File: src/rtl/toggle_req_rx.sv
// Receive side of a toggle request/acknowledge handshake: synchronizes the sender's
// request toggle, captures its payload and presents it downstream with valid/ready.
module toggle_req_rx #(
  parameter int WIDTH       = 8,
  parameter int SYNC_STAGES = 2
) (
  input  logic             clk,
  input  logic             rst,
  input  logic             req_tgl,
  input  logic [WIDTH-1:0] req_data,
  input  logic             out_ready,
  output logic [WIDTH-1:0] out_data,
  output logic             out_valid,
  output logic             ack_tgl,
  output logic             busy,
  output logic             overrun,
  output logic [7:0]       xfer_cnt
);

  typedef enum logic [1:0] {
    IDLE    = 2'd0,
    CAPTURE = 2'd1,
    HOLD    = 2'd2
  } state_e;

  state_e                 state_q, state_d;
  logic [SYNC_STAGES-1:0] sync_q;
  logic                   req_prev_q, req_prev_d;
  logic [WIDTH-1:0]       out_data_q, out_data_d;
  logic                   out_valid_q, out_valid_d;
  logic                   ack_q, ack_d;
  logic                   overrun_q, overrun_d;
  logic [7:0]             cnt_q, cnt_d;
  logic                   req_s;
  logic                   event_s;

  assign req_s   = sync_q[SYNC_STAGES-1];
  assign event_s = (req_s != req_prev_q);

  // Metastability chain; req_tgl is asynchronous to clk and used nowhere else.
  always_ff @(posedge clk or negedge rst) begin
    if (!rst) begin
      sync_q <= '0;
    end else begin
      sync_q <= {sync_q[SYNC_STAGES-2:0], req_tgl};
    end
  end

  // State and output registers.
  always_ff @(posedge clk or negedge rst) begin
    if (!rst) begin
      state_q     <= IDLE;
      req_prev_q  <= 1'b0;
      out_data_q  <= '0;
      out_valid_q <= 1'b0;
      ack_q       <= 1'b0;
      overrun_q   <= 1'b0;
      cnt_q       <= 8'd0;
    end else begin
      state_q     <= state_d;
      req_prev_q  <= req_prev_d;
      out_data_q  <= out_data_d;
      out_valid_q <= out_valid_d;
      ack_q       <= ack_d;
      overrun_q   <= overrun_d;
      cnt_q       <= cnt_d;
    end
  end

  // Next-state logic; a new event seen while busy is flagged but left pending.
  always_comb begin
    state_d     = state_q;
    req_prev_d  = req_prev_q;
    out_data_d  = out_data_q;
    out_valid_d = out_valid_q;
    ack_d       = ack_q;
    overrun_d   = overrun_q;
    cnt_d       = cnt_q;
    case (state_q)
      IDLE: begin
        if (event_s) begin
          state_d    = CAPTURE;
          req_prev_d = req_s;
        end else begin
          state_d = IDLE;
        end
      end
      CAPTURE: begin
        out_data_d  = req_data;
        out_valid_d = 1'b1;
        state_d     = HOLD;
        if (event_s) begin
          overrun_d = 1'b1;
        end else begin
          overrun_d = overrun_q;
        end
      end
      HOLD: begin
        if (event_s) begin
          overrun_d = 1'b1;
        end else begin
          overrun_d = overrun_q;
        end
        if (out_ready) begin
          out_valid_d = 1'b0;
          ack_d       = ~ack_q;
          cnt_d       = cnt_q + 8'd1;
          state_d     = IDLE;
        end else begin
          state_d = HOLD;
        end
      end
      default: begin
        state_d     = IDLE;
        out_valid_d = 1'b0;
      end
    endcase
  end

  assign busy      = (state_q != IDLE);
  assign out_data  = out_data_q;
  assign out_valid = out_valid_q;
  assign ack_tgl   = ack_q;
  assign overrun   = overrun_q;
  assign xfer_cnt  = cnt_q;

endmodule

File: config.mk
export PLATFORM = sky130hd
export DESIGN_NAME = toggle_req_rx
export DESIGN_NICKNAME = d
export VERILOG_FILES = /design/src/rtl/toggle_req_rx.sv
export SDC_FILE = /design/constraint.sdc
export NUM_CORES = 1
export LEC_CHECK = 0
export ABC_AREA = 1
export CAP_MARGIN = 20
export CELL_PAD_IN_SITES_DETAIL_PLACEMENT = 1
export CELL_PAD_IN_SITES_GLOBAL_PLACEMENT = 1
export CORE_MARGIN = 4
export CORE_UTILIZATION = 35
export DETAILED_ROUTE_END_ITERATION = 12
export PLACE_DENSITY = 0.9
export SYNTH_ARGS = -nofsm -noshare
export SYNTH_HDL_FRONTEND = slang
export SYNTH_SLANG_ARGS = --single-unit
File: constraint.sdc
create_clock -name clk -period 2.3 [get_ports clk]
set_input_delay 0.575 -clock clk [delete_from_list [all_inputs] [get_ports clk]]
set_output_delay 0.575 -clock clk [all_outputs]
set_load 0.01 [all_outputs]
# Word-level counts from Yosys, hierarchy flattened
# Index checks and enable logic that the tools add are counted.
[totals] wordCells=27 inputBits=12 ff_bits=24 out_inout_bits=20
[classes] addsub=1 bitwise=2 mux=5 n_eq_ne=4 reduce_logical=7
[op_table] cell="$add 8x1->8 const B" n=1
[op_table] cell="$reduce_and 2->1" n=4
[op_table] cell="$pmux 2 s3" n=1
[op_table] cell="$pmux 1 s3" n=1
[op_table] cell="$eq 2x1->1 const B" n=1
[op_table] cell="$eq 2x2->1 const B" n=1
[op_table] cell="$logic_not 2->1" n=1
[op_table] cell="$mux 1" n=2
[op_table] cell="$mux 2" n=1
[op_table] cell="$ne 2x2->1 const B" n=1
[op_table] cell="$not 1->1" n=2
[op_table] cell="$reduce_bool 2->1" n=1
[op_table] cell="$reduce_or 2->1" n=1
[op_table] cell="$ne 1x1->1" n=1

# Longest topological paths before layout
[depth] word_depth=3 mapped_depth=8 mapped_depth_nobuf=8

# Worst setup path before layout
# No wires, ideal clock.
[synth_timing] path_kind="register to output" start="register state_q[0]" end="output busy" stages_incl_launch_ff=4 arrival_ns=0.771 slack_ns=0.954 n_path_buf=0 t_required_ns=1.725 cell_sequence="dfrtp_1 > inv_1 > ha_1 > inv_1"
[synth_via] elab_chain_len=1
[synth_rtl] element="from (decl)" line_no="26" source="state_e state_q, state_d;"
[synth_rtl] element="from (signal assigned)" line_no="60" source="state_q <= state_d;"
[synth_rtl] element="$reduce_bool 2->1" line_no="120" source="assign busy = (state_q != IDLE);"
[synth_rtl] element="to (decl)" line_no="15" source="output logic busy,"
# No other way between the ends.

# Final worst setup path
[layout_timing] start="register cnt_q[3], in the netlist xfer_cnt[3]" end="output xfer_cnt[3]"
[layout_lines] element="from (decl)" line_no="33" source="logic [7:0] cnt_q, cnt_d;"
[layout_lines] element="from (signal assigned)" line_no="66" source="cnt_q <= cnt_d;"
[layout_lines] element="to (decl)" line_no="17" source="output logic [7:0] xfer_cnt"
# No word-level cell between the ends.

==> out/metrics.yaml <==
die:
  num_rows: 19
  core_area_sq_mm: 0.002853
  start_util: 0.3772
  num_io_pins: 32
  die-area_sq_mm: 0.004025
  die_w_microns: 63.45
  dieHeight_microns: 63.45
place:
  placedCellCount: 171
  place_congestion: 0.7595
  port_buffers: 31
  place_area_sq_mm: 0.001428
  dp_hpwl_microns: 2057
drt:
  first_iter_violations: 10
  wirelength_microns: 2660
  drc: 0
  first_pass_iters: 6
  vias_per_cell: 4.765
  wl_per_cell_microns: 14.86
  ant_nets: 0
  vias: 853
min_path:
  hold_start: "sync_q[0]"
  min_path_type: "reg2reg"
worst_setup_path:
  critPathMaxFanout: 5
  setup.worst_path.class: "reg2out"
  slowest_delay_ps: 570
  cp_num_buf_inv: 1
  startpoint: "xfer_cnt[3]"
  worstSetupStartpointType: "flop"
  crit_required_ps: 1730
  cp-end-kind: "output port"
  cp_cell_sequence: "clkdlybuf4s50_1"
  crit_arrival_ps: 1350
  cpLargestDelayFamily: "buffers and inverters"
  timing.rr.start: "state_q[1]"
  crit_path_top_delay_cell: "clkdlybuf4s50_1"
clock_tree:
  root_buffer: "clkbuf_4"
  clock_path_buffers: 2
  path_clk_slew_ps: 130
  worst_skew_pair.late_latency_ps: 320
  clock_sink_count: 24
  htree_levels: 1
  cts_made_buffers: 3
  cts_tree: "built"
global_route:
  grt_pass1_vias: 909
  grt_max_degree: 25
  track_usage: 0.1488
  antenna_found_initial: 0
  grt_overflow: 0
  grt_pass1_wl_microns: 4560
pwr:
  vdd_ir_drop_max_mv: 0.6024
  power_density_mw_per_mm2: 1191
  p_leak_uw: 0.0007871
  finalPower_uw: 1802
sta:
  setup_viol: 0
  rsz0062_at_grt: "false"
  worstMarginPinSlew_ps: 367.3
  finalSetupTns_ps: 0
  whs_ps: 382.0
  fin_crit_sh: 0.8372
  max_freq_mhz: 519.3
  fin_worst_skew_ps: 4.805
  finalHoldViolCount: 0
  maxSlewViolCount: 0
  slew_headroom: 0.7551
  finalCriticalPeriod_ps: 1926
yosys:
  syn_area_sq_mm: 0.001076
  synthesis.nets: 126
  synth.distinct_cells: 22
  synth_edf_count: 0
  synth-seq-cells: 24
  synthTopCellsByArea: "dfrtp_1 (56%), nand2_1 (15%), ha_1 (5.8%), inv_1 (3.8%), xor2_1 (2.4%)"
  yosysMostFrequentCell: "nand2_1"
  synth_commonest_cells: "nand2_1 (44), dfrtp_1 (24), inv_1 (11)"
  ys_seq_area_frac: 0.5581
  synth_ff_type: "dfrtp_1"
  synth_top_area_frac: 0.5581
  synth_warnings: 0
  syn_inst: 109
  synth.largest_area_cell: "dfrtp_1"
  avgSynthCellArea_sq_um: 9.872
  async_reset_ff_frac: 1.000
cells_and_area:
  n_antenna_cell: 0
  instances_no_fill: 179
  area_delta_synth_final_pct: 40.58
  nNetsFinal: 166
  num-fill-cells: 331
  finalInstanceArea_sq_mm: 0.001513
  drive_gt1_frac: 0.1351
outcome:
  outcome: "complete, no violations"
job:
  cap_violations: 0
==> layout by cell type, fill, tap and decap left out, drive strengths merged, types with 2 or more instances in the layout <==
master         instances
nand2                 47
clkdlybuf4s50         30
dfrtp                 24
inv                   13
ha                     5
buf                    5
nor2                   4
xor2                   3
clkbuf                 3
xnor2                  3
nand3                  3
o21ai                  2
==> flip-flops by register name, indices dropped and copies added, names as in the netlist <==
register	flops
ack_tgl	1
out_data	8
out_valid	1
overrun	1
req_prev_q	1
state_q	2
sync_q	2
xfer_cnt	8
==> per-stage QoR <==
stage | utilization | setup slack [ps]
6_report | 0.5303 | 374.4
5_1_grt | 0.5303 | 292.1
4_1_cts | 0.5215 | 9.378
3_5_place_dp | 0.5004 | 357.6
3_3_place_gp | 0.5004 | 425.8
2_1_floorplan | - | 954.0
==> kinds of logic after synthesis <==
family          after synthesis  share of synthesized area
mux                           1                    0.01395
flops                        24                     0.5581
xor+xnor                      6                    0.05583
compound gates                3                    0.01627
simple gates                 56                     0.2477
fa+ha+maj                     5                    0.05814
buf+inv                      14                    0.05000
==> timing repair <==
action / CTS / global route
gates resized for setup: 0 / 1
setup endpoints to repair: 1 / 1
buffers inserted: 1 / 3
hold buffers: 0 / 0
==> routing by layer <==
metal | GRT usage | vias up | routed length [microns]
met5 | 0 | - | 0
met4 | 0.04852 | 0 | 34
met3 | 0.03730 | 2 | 76
met2 | 0.2712 | 10 | 1455
met1 | 0.1676 | 438 | 1094
li1 | - | 403 | -
==> where the power goes <==
group / internal [uW] / switching [uW] / total [uW]
Sequential: 571 / 117 / 689
Clock: 176 / 131 / 307
Combinational: 412 / 394 / 806
==> layout make-up <==
cell class / count / area [sq um] / share of cell area
Clock buffer: 3 / 22.52 / 0.01489
Clock inverter: 1 / 30.03 / 0.01985
Inverter: 13 / 48.80 / 0.03226
Multi-Input combinational cell: 71 / 421.7 / 0.2787
Sequential cell: 24 / 600.6 / 0.3970
Tap cell: 31 / 38.79 / 0.02564
Timing Repair Buffer: 36 / 350.3 / 0.2316
==> final timing paths <==
path,end,slack (ps),cells past startpoint
worst max-delay path,xfer_cnt[3],370,1
worst min-delay path,sync_q[1],380,0
worst max register to register,xfer_cnt[1],820,5
max in group asynchronous,xfer_cnt[5],1470,2
worst min register to register,sync_q[1],380,0
min in group asynchronous,out_data[7],590,2
No activity file was read; power rests on OpenSTA's default activity.
